<file path="config.mk">
export PLATFORM = sky130hd
export DESIGN_NAME = control_sequencer_flat
export DESIGN_NICKNAME = d
export VERILOG_FILES = /design/src/rtl/control_sequencer_if.sv /design/src/rtl/control_sequencer.sv /design/src/flat_wrapper.sv
export SDC_FILE = /design/constraint.sdc
export NUM_CORES = 1
export LEC_CHECK = 0
export ABC_CLOCK_PERIOD_IN_PS = 2750
export CAP_MARGIN = 20
export CORE_ASPECT_RATIO = 0.75
export CORE_MARGIN = 2
export CORE_UTILIZATION = 44
export DETAILED_ROUTE_END_ITERATION = 8
export PLACE_DENSITY_LB_ADDON = 0.08
export SLEW_MARGIN = 0
export SYNTH_ARGS = -nofsm -noshare
export SYNTH_HDL_FRONTEND = slang
export SYNTH_SLANG_ARGS = --single-unit
</file>
<file path="constraint.sdc">
create_clock -name clk -period 2.75 [get_ports clk]
set_input_delay 0.825 -clock clk [delete_from_list [all_inputs] [get_ports clk]]
set_output_delay 0.825 -clock clk [all_outputs]
set_load 0.03 [all_outputs]
</file>
<file path="src/rtl/control_sequencer_if.sv">
// Bundle between the control sequencer and its surroundings: the instruction
// handshake from the fetch side plus the control lines into the datapath.
interface control_sequencer_if #(
   parameter int nBit = 16
);
   logic            instr_valid;
   logic [15:0]     instr;
   logic            instr_ready;
   logic            zero_flag;
   logic [2:0]      FS;
   logic            A_thru;
   logic            B_thru;
   logic [3:0]      a_sel;
   logic [3:0]      b_sel;
   logic            imm_sel;
   logic [nBit-1:0] imm_out;
   logic            wr_en;
   logic [3:0]      wr_addr;
   logic            pc_inc;
   logic            pc_load;
   logic [7:0]      pc_offset;
   logic            halted;
   logic            illegal;

   // Instruction source / datapath side
   modport master (
      output instr_valid, instr, zero_flag,
      input  instr_ready, FS, A_thru, B_thru, a_sel, b_sel, imm_sel, imm_out,
             wr_en, wr_addr, pc_inc, pc_load, pc_offset, halted, illegal
   );

   // Sequencer side
   modport slave (
      input  instr_valid, instr, zero_flag,
      output instr_ready, FS, A_thru, B_thru, a_sel, b_sel, imm_sel, imm_out,
             wr_en, wr_addr, pc_inc, pc_load, pc_offset, halted, illegal
   );
endinterface

</file>
<file path="src/rtl/control_sequencer.sv">
// Four-cycle control sequencer: accepts a 16-bit instruction, decodes it and
// drives the functional unit, register-file writeback and PC controls.
// Every output except instr_ready depends only on the state and the IR.
module control_sequencer #(
   parameter int nBit = 16
) (
   input  logic                clk,
   input  logic                rst,
   control_sequencer_if.slave  bus
);

   typedef enum logic [2:0] {
      S_FETCH, S_DECODE, S_EXECUTE, S_COMPLETE, S_HALT
   } state_t;

   state_t      state_q, state_d;
   logic [15:0] ir_q, ir_d;
   logic        z_q, z_d;
   logic        illegal_q, illegal_d;
   // Holds instr_ready low until the first edge after reset releases.
   logic        ready_en_q, ready_en_d;

   logic [3:0]  op, rd, ra, rb;
   logic [7:0]  imm8;
   logic        is_branch, is_jump_class, taken;

   assign op   = ir_q[15:12];
   assign rd   = ir_q[11:8];
   assign ra   = ir_q[7:4];
   assign rb   = ir_q[3:0];
   assign imm8 = ir_q[7:0];

   assign is_branch     = (op == 4'hA) || (op == 4'hB);
   assign is_jump_class = is_branch || (op == 4'hC);
   assign taken         = (op == 4'hC) || ((op == 4'hA) && z_q) || ((op == 4'hB) && !z_q);

   logic            instr_ready_c;
   logic [2:0]      fs_c;
   logic            a_thru_c, b_thru_c, imm_sel_c;
   logic [3:0]      a_sel_c, b_sel_c;
   logic [nBit-1:0] imm_out_c;
   logic            wr_en_c;
   logic [3:0]      wr_addr_c;
   logic            pc_inc_c, pc_load_c;
   logic [7:0]      pc_offset_c;
   logic            halted_c;

   // State register, IR, sampled zero flag and sticky illegal flag
   always_ff @(posedge clk or posedge rst) begin
      if (rst) begin
         state_q    <= S_FETCH;
         ir_q       <= '0;
         z_q        <= 1'b0;
         illegal_q  <= 1'b0;
         ready_en_q <= 1'b0;
      end else begin
         state_q    <= state_d;
         ir_q       <= ir_d;
         z_q        <= z_d;
         illegal_q  <= illegal_d;
         ready_en_q <= ready_en_d;
      end
   end

   // Next-state logic and control decode from state and IR
   always_comb begin
      state_d       = state_q;
      ir_d          = ir_q;
      z_d           = z_q;
      illegal_d     = illegal_q;
      ready_en_d    = 1'b1;
      instr_ready_c = 1'b0;
      fs_c          = 3'd0;
      a_thru_c      = 1'b0;
      b_thru_c      = 1'b0;
      imm_sel_c     = 1'b0;
      a_sel_c       = 4'd0;
      b_sel_c       = 4'd0;
      imm_out_c     = '0;
      wr_en_c       = 1'b0;
      wr_addr_c     = 4'd0;
      pc_inc_c      = 1'b0;
      pc_load_c     = 1'b0;
      pc_offset_c   = 8'd0;
      halted_c      = 1'b0;

      case (state_q)
         S_FETCH: begin
            instr_ready_c = ready_en_q;
            if (bus.instr_valid && ready_en_q) begin
               ir_d    = bus.instr;
               state_d = S_DECODE;
            end
         end
         S_DECODE: begin
            a_sel_c     = is_branch ? rd : ra;
            b_sel_c     = rb;
            pc_offset_c = is_jump_class ? imm8 : 8'd0;
            state_d     = S_EXECUTE;
         end
         S_EXECUTE, S_COMPLETE: begin
            // Functional-unit controls stay held through COMPLETE.
            a_sel_c     = is_branch ? rd : ra;
            b_sel_c     = rb;
            pc_offset_c = is_jump_class ? imm8 : 8'd0;
            if (!op[3]) begin
               fs_c = op[2:0];
            end else if (op == 4'h8) begin
               a_thru_c = 1'b1;
            end else if (op == 4'h9) begin
               b_thru_c  = 1'b1;
               imm_sel_c = 1'b1;
               imm_out_c = {{(nBit-8){1'b0}}, imm8};
            end else if (is_branch) begin
               a_thru_c = 1'b1;
            end

            if (state_q == S_EXECUTE) begin
               z_d     = bus.zero_flag;
               state_d = S_COMPLETE;
            end else begin
               state_d = S_FETCH;
               if (op <= 4'h9) begin
                  wr_en_c   = 1'b1;
                  wr_addr_c = rd;
                  pc_inc_c  = 1'b1;
               end else if (op == 4'hF) begin
                  state_d = S_HALT;
               end else begin
                  if ((op == 4'hD) || (op == 4'hE)) begin
                     illegal_d = 1'b1;
                  end
                  pc_load_c = taken;
                  pc_inc_c  = !taken;
               end
            end
         end
         S_HALT: begin
            halted_c = 1'b1;
         end
         default: begin
            state_d = S_FETCH;
         end
      endcase
   end

   assign bus.instr_ready = instr_ready_c;
   assign bus.FS          = fs_c;
   assign bus.A_thru      = a_thru_c;
   assign bus.B_thru      = b_thru_c;
   assign bus.a_sel       = a_sel_c;
   assign bus.b_sel       = b_sel_c;
   assign bus.imm_sel     = imm_sel_c;
   assign bus.imm_out     = imm_out_c;
   assign bus.wr_en       = wr_en_c;
   assign bus.wr_addr     = wr_addr_c;
   assign bus.pc_inc      = pc_inc_c;
   assign bus.pc_load     = pc_load_c;
   assign bus.pc_offset   = pc_offset_c;
   assign bus.halted      = halted_c;
   assign bus.illegal     = illegal_q;

endmodule

</file>
<file path="src/flat_wrapper.sv">
// flat-port wrapper written by rule: the top's interface ports become plain ports
module control_sequencer_flat 
#(
   parameter int nBit = 16
)
  (clk, rst, bus_instr_valid, bus_instr, bus_zero_flag, bus_instr_ready, bus_FS, bus_A_thru, bus_B_thru, bus_a_sel, bus_b_sel, bus_imm_sel, bus_imm_out, bus_wr_en, bus_wr_addr, bus_pc_inc, bus_pc_load, bus_pc_offset, bus_halted, bus_illegal);
  control_sequencer_if #(.nBit(nBit)) bus_i ();
  input  logic clk;
  input  logic rst;
  input wire logic [$bits(bus_i.instr_valid)-1:0] bus_instr_valid;
  input wire logic [$bits(bus_i.instr)-1:0] bus_instr;
  input wire logic [$bits(bus_i.zero_flag)-1:0] bus_zero_flag;
  output wire logic [$bits(bus_i.instr_ready)-1:0] bus_instr_ready;
  output wire logic [$bits(bus_i.FS)-1:0] bus_FS;
  output wire logic [$bits(bus_i.A_thru)-1:0] bus_A_thru;
  output wire logic [$bits(bus_i.B_thru)-1:0] bus_B_thru;
  output wire logic [$bits(bus_i.a_sel)-1:0] bus_a_sel;
  output wire logic [$bits(bus_i.b_sel)-1:0] bus_b_sel;
  output wire logic [$bits(bus_i.imm_sel)-1:0] bus_imm_sel;
  output wire logic [$bits(bus_i.imm_out)-1:0] bus_imm_out;
  output wire logic [$bits(bus_i.wr_en)-1:0] bus_wr_en;
  output wire logic [$bits(bus_i.wr_addr)-1:0] bus_wr_addr;
  output wire logic [$bits(bus_i.pc_inc)-1:0] bus_pc_inc;
  output wire logic [$bits(bus_i.pc_load)-1:0] bus_pc_load;
  output wire logic [$bits(bus_i.pc_offset)-1:0] bus_pc_offset;
  output wire logic [$bits(bus_i.halted)-1:0] bus_halted;
  output wire logic [$bits(bus_i.illegal)-1:0] bus_illegal;
  assign bus_i.instr_valid = bus_instr_valid;
  assign bus_i.instr = bus_instr;
  assign bus_i.zero_flag = bus_zero_flag;
  assign bus_instr_ready = bus_i.instr_ready;
  assign bus_FS = bus_i.FS;
  assign bus_A_thru = bus_i.A_thru;
  assign bus_B_thru = bus_i.B_thru;
  assign bus_a_sel = bus_i.a_sel;
  assign bus_b_sel = bus_i.b_sel;
  assign bus_imm_sel = bus_i.imm_sel;
  assign bus_imm_out = bus_i.imm_out;
  assign bus_wr_en = bus_i.wr_en;
  assign bus_wr_addr = bus_i.wr_addr;
  assign bus_pc_inc = bus_i.pc_inc;
  assign bus_pc_load = bus_i.pc_load;
  assign bus_pc_offset = bus_i.pc_offset;
  assign bus_halted = bus_i.halted;
  assign bus_illegal = bus_i.illegal;
  control_sequencer #(.nBit(nBit)) u_core (.clk(clk), .rst(rst), .bus(bus_i));
endmodule
</file>
==> reports/qor.csv, run 1 <==
stage;metric;value;unit
status;status;completed;
synthesis;Synth Warn #;0;
clock_network;CTS tree;built;
synthesis;Synth area leader;dfrtp_1;
clock_network;total CTS buffers;3;
clock_network;# Post-CTS Setup Buffers;0;
drt;1st-iter DRT viols;45;
floorplanning;die area;0.00369;mm2
drt;DR vias/cell;4.92;
cells_and_area;Reg area;553;um2
floorplanning;floorplan row count;17;
cells_and_area;final antenna diode count;0;
power;power per cell area;1160;mW/mm2
sta;setup violators final;0;
sta;PnR worst setup slack;0.0949;ns
sta;count of final max-slew check failures;0;
floorplanning;Die X;69.5;um
cells_and_area;footprint of the multi-input gates;767;um2
drt;DRT Wirelength;3360;um
synthesis;top post-synthesis cells by area;dfrtp_1, and2_1, mux2_4;
critical_path;RR Startpoint;u_core.state_q[2];
clock_network;Root Buffer;clkbuf_8;
clock_network;clock buffer depth;2;
synthesis;ys async rst share;100;%
critical_path;worst path cell trace;or3b_2 > a21oi_1 > nor3_1 > dlygate4sd2_1;
critical_path;Worst R2R Path Depth;4;
synthesis;Avg Cell Area, Syn;10.3;um2
critical_path;arrival time worst endpoint;1.83;ns
synthesis;cells after synthesis;138;
worst_hold_path;worst hold start;u_core.bus.illegal;
synthesis;Most used DFF post-synth;dfrtp_1;
cells_and_area;FILL cells;253;
critical_path;required time worst endpoint;1.93;ns
clock_network;latest clock arrival within the worst-skew pair;0.27;ns
clock_network;clk slew on worst S/H paths;0.08;ns
sta;WHS;0.461;ns
floorplanning;Initial Utilization;47.2;%
drt;WL/cell;14.2;um
critical_path;r2r endpoint;u_core.ir_q[5];
worst_hold_path;Min-Delay Path Class;register to register;
sta;setup_tns;0;ns
sta;f_max;377;MHz
cells_and_area;Nets;219;
drt;vias;1162;
floorplanning;io pins;68;
critical_path;R2R setup slack;1.13;ns
synthesis;Post-Syn Area;0.00142;mm2
clock_network;H-tree levels;1;
job;maxcap violations;0;
placement;Placer Congestion;0.876;
global_route;total gr overflow;0;
synthesis;Seq/Total Area, Yosys;38.9;%
global_route;vias in the first global route;1165;
synthesis;number of synthesized flops with an enable pin;0;
placement;Place WS;0.0805;ns
global_route;first-pass GRT wire length;5590;um
placement;dpl hpwl;2560;um
drt;Final ANT Viol Nets;0;
placement;Port Buffers;59;
synthesis;Yosys cell types;31;
power;Peak supply drop;0.602;mV
critical_path;CP Max Fanout;11;
floorplanning;Core ar.;0.00300;mm2
synthesis;register bit count reported by yosys;22;
global_route;Tot GR Track Use;19.8;%
sta;Final Hold Fails;0;
cells_and_area;layout cells sized above 1;29.3;%
critical_path;Worst setup EP type;output pin;
drt;detailed-route DRC error count;0;
clock_network;clock tree sinks;22;
global_route;largest net degree at the start of global routing;23;
synthesis;Yosys top cell area share;38.9;%
critical_path;max incr delay on CP;0.50;ns
sta;RSZ-0062 raised after global routing;no;
placement;Post-DP Area;0.00196;mm2
critical_path;Slowest cell on crit path;dfrtp_2;
cells_and_area;Design Area, Final;0.00200;mm2
floorplanning;Die Ht;53.1;um
global_route;initial antenna violation count;0;
critical_path;critical path start-end classification;register to output pin;
critical_path;Critical Path Start Type;register;
worst_hold_path;Hold Path Sink;u_core.bus.illegal;
sta;minimum clock period;2.66;ns
worst_hold_path;Cells on Worst Hold Path;1;
cells_and_area;synth-to-layout area growth;41.2;%
sta;clk_skew;0.00201;ns
power;Leak Pwr;1.01;nW
drt;First-pass DRT Iterations;4;
sta;final worst-path cycle share;96.5;%
-- metrics by stage --
step / util (%) / total power [mW] / instances
2_1_floorplan: - / 1.66 / 145
4_1_cts: 66.5 / 2.32 / 236
6_report: 66.6 / 2.32 / 236
3_5_place_dp: 65.3 / 2.17 / 232
5_1_grt: 66.6 / 2.48 / 236
3_3_place_gp: 65.3 / 2.14 / 232
-- cell usage in the layout (no fill, tap or decap), types with 4 or more instances in the layout --
master and n:
a21oi_1 7, and2_1 29, buf_4 26, clkbuf_8 4
clkdlybuf4s50_1 21, conb_1 9, dfrtp_1 20, dlygate4sd2_1 19
mux2_2 7, mux2_4 10, nand2_1 8, nand3_1 4
nor2_1 5
-- layout make-up --
class	count	share of cell area (%)
multi-input cells	105	38.4
repair buffers	66	28.6
flip-flops and latches	22	27.7
clock buffers	4	2.76
well taps	38	2.38
inverters	1	0.188
-- timing repair --
action                                  CTS  global route
endpoints found under the setup margin   19             3
resized for setup                        21             2
hold buffers                              0             0
-- synth_stat cells (all sizes together) (2+ instances only) --
| library cell | instances |
|---|---|
| nor2 | 6 |
| conb | 2 |
| nor3 | 4 |
| nor2b | 2 |
| xor2 | 2 |
| dfrtp | 22 |
| a21oi | 7 |
| and2 | 29 |
| nand2 | 8 |
| nand3b | 3 |
| nand3 | 5 |
| mux2 | 17 |
| nor3b | 4 |
| buf | 16 |
-- cells by family after synthesis --
logic type / Yosys count / share of synthesized area [%]
AO/OA/AOI/OAI: 12 / 5.57
AND/OR/NAND/NOR: 64 / 27.9
multiplexers: 17 / 16.2
XOR/XNOR: 3 / 1.86
other: 2 / 0.531
buffers and inverters: 18 / 9.11
flip-flops: 22 / 38.9
-- flip-flops by register name (all words and copies together) (netlist names) --
| signal | cells |
|---|---|
| u_core.state_q | 3 |
| u_core.ir_q | 16 |
| u_core.z_q | 1 |
| u_core.ready_en_q | 1 |
| u_core.bus.illegal | 1 |
-- per-layer routing --
layer,up-vias,GRT usage [%],routed length [um]
met5,-,0,0
met4,0,4.90,25
met1,553,24.6,1460
met3,4,7.62,300
li1,557,-,-
met2,48,33.0,1570
-- power by group --
group | switching, mW | internal, mW | total [mW]
sequential | 0.205 | 0.479 | 0.684
combinational | 0.777 | 0.619 | 1.40
clock | 0.108 | 0.128 | 0.235
-- worst max path at each step --
stage                      startpoint          endpoint  slack (ns)
floorplan           u_core.state_q[2]    bus_imm_out[0]        0.22
global placement      u_core.ir_q[14]        bus_pc_inc        0.16
detailed placement  u_core.state_q[1]    bus_wr_addr[2]        0.08
CTS                   u_core.ir_q[14]        bus_pc_inc        0.05
global route        u_core.state_q[2]  bus_pc_offset[4]        0.02
finish                u_core.ir_q[14]        bus_pc_inc        0.09
-- critical path: cells and delay by family (launching register included) --
family	cells	cell delay (ns)
AOI/OAI and AO/OA	1	0.18
buffers and inverters	1	0.35
DFF	1	0.50
and+or+nand+nor	2	0.54
Note: power is estimated with default switching activity, not from simulation.
==> run 2, diff against run 1 <==
Settings changed: CORE_MARGIN 2 to 5.
==> reports/qor.csv, run 2 (synthesis gave the netlist of run 1 again) <==
stage;metric;value;unit;change
status;status;completed;;
placement;dpl hpwl;2560;um;+0.23%
clock_network;latest clock arrival within the worst-skew pair;0.26;ns;about the same
drt;Final ANT Viol Nets;0;;unchanged
placement;Placer Congestion;0.798;;-8.9%
floorplanning;die area;0.00446;mm2;+21%
sta;WHS;0.456;ns;-0.00523 ns
global_route;initial antenna violation count;0;;unchanged
sta;setup violators final;0;;unchanged
global_route;largest net degree at the start of global routing;23;;unchanged
sta;count of final max-slew check failures;0;;unchanged
floorplanning;Initial Utilization;46.9;%;-0.33 points
clock_network;Root Buffer;clkbuf_8;;
global_route;vias in the first global route;1155;;-0.86%
clock_network;CTS tree;built;;
placement;Port Buffers;59;;unchanged
critical_path;Slowest cell on crit path;dfrtp_1;;
critical_path;arrival time worst endpoint;1.79;ns;-0.04 ns
critical_path;Worst setup EP type;output pin;;
clock_network;CTS resizes;13;;-38%
sta;RSZ-0062 raised after global routing;no;;
drt;DRT Wirelength;3350;um;about the same
global_route;total gr overflow;0;;unchanged
critical_path;worst setup path endpoint;bus_wr_addr[0];;
drt;WL/cell;14.2;um;-0.51%
drt;1st-iter DRT viols;52;;+16%
clock_network;total CTS buffers;3;;unchanged
sta;Final Hold Fails;0;;unchanged
clock_network;# Post-CTS Setup Buffers;0;;unchanged
floorplanning;io pins;68;;unchanged
power;Leak Pwr;1.09;nW;+8.6%
critical_path;R2R setup slack;1.11;ns;-0.02 ns
cells_and_area;final antenna diode count;0;;unchanged
critical_path;critical path start-end classification;register to output pin;;
clock_network;Hold-fix buffers, CTS;0;;unchanged
sta;minimum clock period;2.62;ns;-0.0396 ns
worst_hold_path;Min-Delay Path Class;register to register;;
job;maxcap violations;0;;unchanged
drt;vias;1144;;-1.5%
global_route;Tot GR Track Use;15.8;%;-4.1 points
cells_and_area;largest registers;u_core.ir_q (16), u_core.state_q (3);;
critical_path;CP Max Fanout;10;;-1
critical_path;RR Startpoint;u_core.state_q[2];;
critical_path;Critical Path Start Type;register;;
floorplanning;Die Ht;59.1;um;+11%
global_route;first-pass GRT wire length;5420;um;-3.0%
cells_and_area;Nets;220;;+0.46%
floorplanning;Die X;75.5;um;+8.6%
cells_and_area;synth-to-layout area growth;43.8;%;
clock_network;clock tree sinks;22;;unchanged
cells_and_area;Most flops, register;u_core.ir_q;;
sta;clk_skew;0.00340;ns;+0.00138 ns
drt;First-pass DRT Iterations;4;;unchanged
clock_network;H-tree levels;1;;unchanged
floorplanning;floorplan row count;17;;unchanged
drt;detailed-route DRC error count;0;;unchanged
cells_and_area;FILL cells;243;;-4.0%
clock_network;clock buffer depth;2;;unchanged
cells_and_area;layout cells sized above 1;29.1;%;-0.15 points
critical_path;CP startpoint;u_core.state_q[2];;
critical_path;worst path cell trace;nand3b_1 > nor2_1 > and2_1 > dlygate4sd2_1;;
sta;setup_tns;0;ns;unchanged
critical_path;required time worst endpoint;1.93;ns;about the same
power;Peak supply drop;0.724;mV;+20%
sta;final worst-path cycle share;95.1;%;-1.4 points
sta;f_max;382;MHz;+1.5%
cells_and_area;commonest non-fill, non-tap cells in the layout;and2_1, buf_4, clkdlybuf4s50_1;;
power;power per cell area;1150;mW/mm2;-0.60%
floorplanning;Core ar.;0.00302;mm2;+0.71%
critical_path;max incr delay on CP;0.47;ns;-0.03 ns
cells_and_area;max reg flops;16;;unchanged
cells_and_area;most common cell after layout, fill and taps aside;and2_1;;
critical_path;r2r endpoint;u_core.ir_q[8];;
drt;DR vias/cell;4.83;;-2.0%
critical_path;Worst R2R Path Depth;4;;unchanged
clock_network;clk slew on worst S/H paths;0.08;ns;about the same
run 2: layout make-up:
type / count / area, um2 / share of cell area [%]
Timing Repair Buffer: 67 / 606 / 29.8
Clock buffer: 4 / 55.1 / 2.71
Sequential cell: 22 / 553 / 27.2
Inverter: 1 / 3.75 / 0.185
Tap cell: 38 / 47.5 / 2.34
Multi-Input combinational cell: 105 / 769 / 37.8
run 2: worst min-delay path by stage:
stage	from	to	slack (ns)	cells after the start
finish	u_core.bus.illegal	u_core.bus.illegal	0.46	1
global route	u_core.bus.illegal	u_core.bus.illegal	0.48	1
CTS	u_core.bus.illegal	u_core.bus.illegal	0.46	1
detailed placement	u_core.bus.illegal	u_core.bus.illegal	0.45	1
global placement	u_core.bus.illegal	u_core.bus.illegal	0.44	1
floorplan	u_core.ir_q[10]	u_core.ir_q[10]	0.50	1
run 2: per-layer routing:
metal | track usage, % | vias up | routed length (um)
li1 | - | 560 | -
met1 | 21.5 | 530 | 1460
met2 | 24.2 | 52 | 1530
met3 | 5.76 | 2 | 355
met4 | 2.74 | 0 | 11
met5 | 0 | - | 0
run 2: worst max-delay path, delay by kind of cell, from the launching register on:
family / cells / cell delay, ns
buf+inv: 1 / 0.40
flops: 1 / 0.47
simple gates: 3 / 0.67
run 2: metrics by stage:
| step | area [um2] | std cells | power [mW] | worst slack (ns) | util [%] |
|---|---|---|---|---|---|
| 2_1_floorplan | 1440 | 145 | 1.66 | 0.221 | - |
| 4_1_cts | 2010 | 237 | 2.36 | 0.0278 | 66.5 |
| 5_1_grt | 2030 | 237 | 2.50 | 0.0253 | 67.4 |
| 3_3_place_gp | 1970 | 233 | 2.15 | 0.144 | 65.1 |
| 3_5_place_dp | 1970 | 233 | 2.17 | 0.110 | 65.1 |
| 6_report | 2030 | 237 | 2.34 | 0.134 | 67.4 |
run 2: report_power, final:
group | switching (mW) | leakage (nW) | internal, mW
Clock | 0.102 | 0.0288 | 0.128
Combinational | 0.781 | 0.804 | 0.662
Sequential | 0.193 | 0.262 | 0.480
Total | 1.08 | 1.09 | 1.27
==> run 3, diff against run 2 <==
Settings changed: GPL_TIMING_DRIVEN set to 0.
==> reports/qor.csv, run 3 (synthesis gave the netlist of run 1 again) <==
stage;metric;value;unit;change
critical_path;RR Startpoint;u_core.state_q[2];;
critical_path;Worst R2R Path Depth;5;;+1
global_route;Tot GR Track Use;17.8;%;+2.0 points
clock_network;total CTS buffers;3;;unchanged
global_route;total gr overflow;0;;unchanged
cells_and_area;synth-to-layout area growth;50.1;%;
cells_and_area;layout cells sized above 1;32.9;%;+3.7 points
drt;DRT Wirelength;3680;um;+9.7%
clock_network;Hold-fix buffers, CTS;0;;unchanged
cells_and_area;most common cell after layout, fill and taps aside;and2_1;;
critical_path;worst setup path endpoint;bus_b_sel[0];;
power;Peak supply drop;0.635;mV;-12%
sta;PnR worst setup slack;0.0548;ns;-0.0797 ns
cells_and_area;commonest non-fill, non-tap cells in the layout;and2_1, clkdlybuf4s50_1, dfrtp_1;;
critical_path;worst path cell trace;buf_6 > o21ba_2 > and2_1 > clkdlybuf4s50_1;;
floorplanning;io pins;68;;unchanged
floorplanning;die area;0.00446;mm2;unchanged
global_route;largest net degree at the start of global routing;23;;unchanged
global_route;vias in the first global route;1241;;+7.4%
cells_and_area;Non-Filler Instances;248;;+4.6%
placement;Port Buffers;59;;unchanged
sta;relative slew slack;41.4;%;
critical_path;R2R setup slack;1.24;ns;+0.13 ns
sta;RSZ-0062 raised after global routing;yes;;
placement;placed insts;242;;+3.9%
clock_network;latest clock arrival within the worst-skew pair;0.26;ns;about the same
critical_path;Worst setup EP type;output pin;;
cells_and_area;footprint of the multi-input gates;793;um2;+3.1%
clock_network;Root Buffer;clkbuf_8;;
placement;Post-DP Area;0.00208;mm2;+5.7%
cells_and_area;FILL cells;224;;-7.8%
floorplanning;Initial Utilization;46.9;%;unchanged
cells_and_area;Reg area;551;um2;-0.45%
power;net load switching power;1.12;mW;+3.7%
critical_path;critical path start-end classification;register to output pin;;
clock_network;H-tree levels;1;;unchanged
clock_network;clk slew on worst S/H paths;0.07;ns;about the same
sta;count of final max-slew check failures;0;;unchanged
clock_network;CTS tree;built;;
cells_and_area;Design Area, Final;0.00212;mm2;+4.4%
cells_and_area;max reg flops;16;;unchanged
sta;setup violators final;0;;unchanged
critical_path;r2r endpoint;u_core.ir_q[11];;
power;Gate power share;66.6;%;+5.1 points
cells_and_area;Nets;232;;+5.5%
power;Pint;1.26;mW;-0.54%
power;Leak Pwr;1.08;nW;-1.7%
cells_and_area;largest registers;u_core.ir_q (16), u_core.state_q (3);;
sta;setup_tns;0;ns;unchanged
global_route;first-pass GRT wire length;6000;um;+11%
critical_path;arrival time worst endpoint;1.87;ns;+0.08 ns
critical_path;Critical Path Start Type;register;;
floorplanning;floorplan row count;17;;unchanged
placement;Placer Congestion;0.798;;about the same
drt;vias;1205;;+5.3%
placement;Place WS;-0.191;ns;-0.300 ns
cells_and_area;final antenna diode count;0;;unchanged
sta;Final Hold Fails;0;;unchanged
critical_path;CP startpoint;u_core.state_q[2];;
drt;1st-iter DRT viols;44;;-15%
sta;minimum clock period;2.70;ns;+0.0797 ns
drt;Final ANT Viol Nets;0;;unchanged
sta;f_max;371;MHz;-3.0%
clock_network;clock buffer depth;2;;unchanged
power;Switching Fraction;46.9;%;+1.0 points
critical_path;CP Max Fanout;10;;unchanged
critical_path;required time worst endpoint;1.93;ns;about the same
placement;dpl hpwl;2830;um;+10%
power;Sequential Power Share;25.1;%;-3.6 points
sta;final worst-path cycle share;98.0;%;+2.9 points
floorplanning;Core ar.;0.00302;mm2;unchanged
critical_path;Slowest cell on crit path;clkdlybuf4s50_1;;
cells_and_area;Most flops, register;u_core.ir_q;;
critical_path;max incr delay on CP;0.66;ns;+0.19 ns
sta;clk_skew;0.00188;ns;-0.00152 ns
drt;First-pass DRT Iterations;4;;unchanged
worst_hold_path;Min-Delay Path Class;register to register;;
global_route;initial antenna violation count;0;;unchanged
job;maxcap violations;0;;unchanged
power;Power, Total;2.38;mW;+1.4%
drt;WL/cell;14.8;um;+4.9%
floorplanning;Die Ht;59.1;um;unchanged
drt;DR vias/cell;4.86;;+0.66%
floorplanning;Die X;75.5;um;unchanged
status;status;completed;;
sta;Tightest Pin Transition;0.878;ns;
power;Clk pwr share;8.3;%;-1.5 points
power;power per cell area;1120;mW/mm2;-2.9%
drt;detailed-route DRC error count;0;;unchanged
clock_network;clock tree sinks;22;;unchanged
-- run 3: cell type report --
type	instances	area share, %
Timing Repair Buffer	62	26.4
Inverter	1	0.177
Tap cell	38	2.24
Buffer	17	6.01
Sequential cell	22	25.9
Clock buffer	3	1.94
Multi-Input combinational cell	105	37.3
-- run 3: per-stage QoR --
step                utilization [%]  hold WS (ns)
floorplan                         -         0.496
global placement               68.8         0.438
detailed placement             68.8         0.451
CTS                            70.8         0.468
global route                   70.3         0.492
finish                         70.3         0.463
-- run 3: layer usage --
layer | vias to the layer above | part of all wire [%] | global-route usage, %
li1 | 589 | - | -
met1 | 564 | 41 | 23.5
met2 | 50 | 49 | 28.3
met3 | 2 | 9.5 | 6.44
met4 | 0 | 0.46 | 2.99
met5 | - | 0 | 0
-- run 3: how the worst min path moves through the flow --
| stage | startpoint | end | slack (ns) | cells past startpoint |
|---|---|---|---|---|
| after floorplan | u_core.ir_q[10] | u_core.ir_q[10] | 0.50 | 1 |
| after global placement | u_core.bus.illegal | u_core.bus.illegal | 0.44 | 1 |
| after detailed placement | u_core.bus.illegal | u_core.bus.illegal | 0.45 | 1 |
| after CTS | u_core.bus.illegal | u_core.bus.illegal | 0.47 | 1 |
| after global routing | u_core.bus.illegal | u_core.bus.illegal | 0.49 | 1 |
| final | u_core.bus.illegal | u_core.bus.illegal | 0.46 | 1 |
-- run 3: power groups by stage --
| stage | combinational [mW] | clock, mW | sequential, mW |
|---|---|---|---|
| detailed placement | 1.62 | 0 | 0.598 |
| global placement | 1.59 | 0 | 0.585 |
| global route | 1.70 | 0.219 | 0.623 |
| floorplan | 1.09 | 0 | 0.570 |
| finish | 1.58 | 0.198 | 0.597 |
| CTS | 1.56 | 0.205 | 0.593 |
-- run 3: worst max-delay path: cells and delay by family (launching register included) --
family / cells / cell delay, ns
AOI/OAI and AO/OA: 1 / 0.30
DFF: 1 / 0.37
buffers and inverters: 2 / 0.80
and+or+nand+nor: 1 / 0.14
-- run 3: what timing repair did --
item,in CTS,in global routing
pin swaps,1,1
setup endpoints to repair,33,26
gates resized for setup,63,30
buffers inserted,2,1
endpoints found under the hold margin,0,0
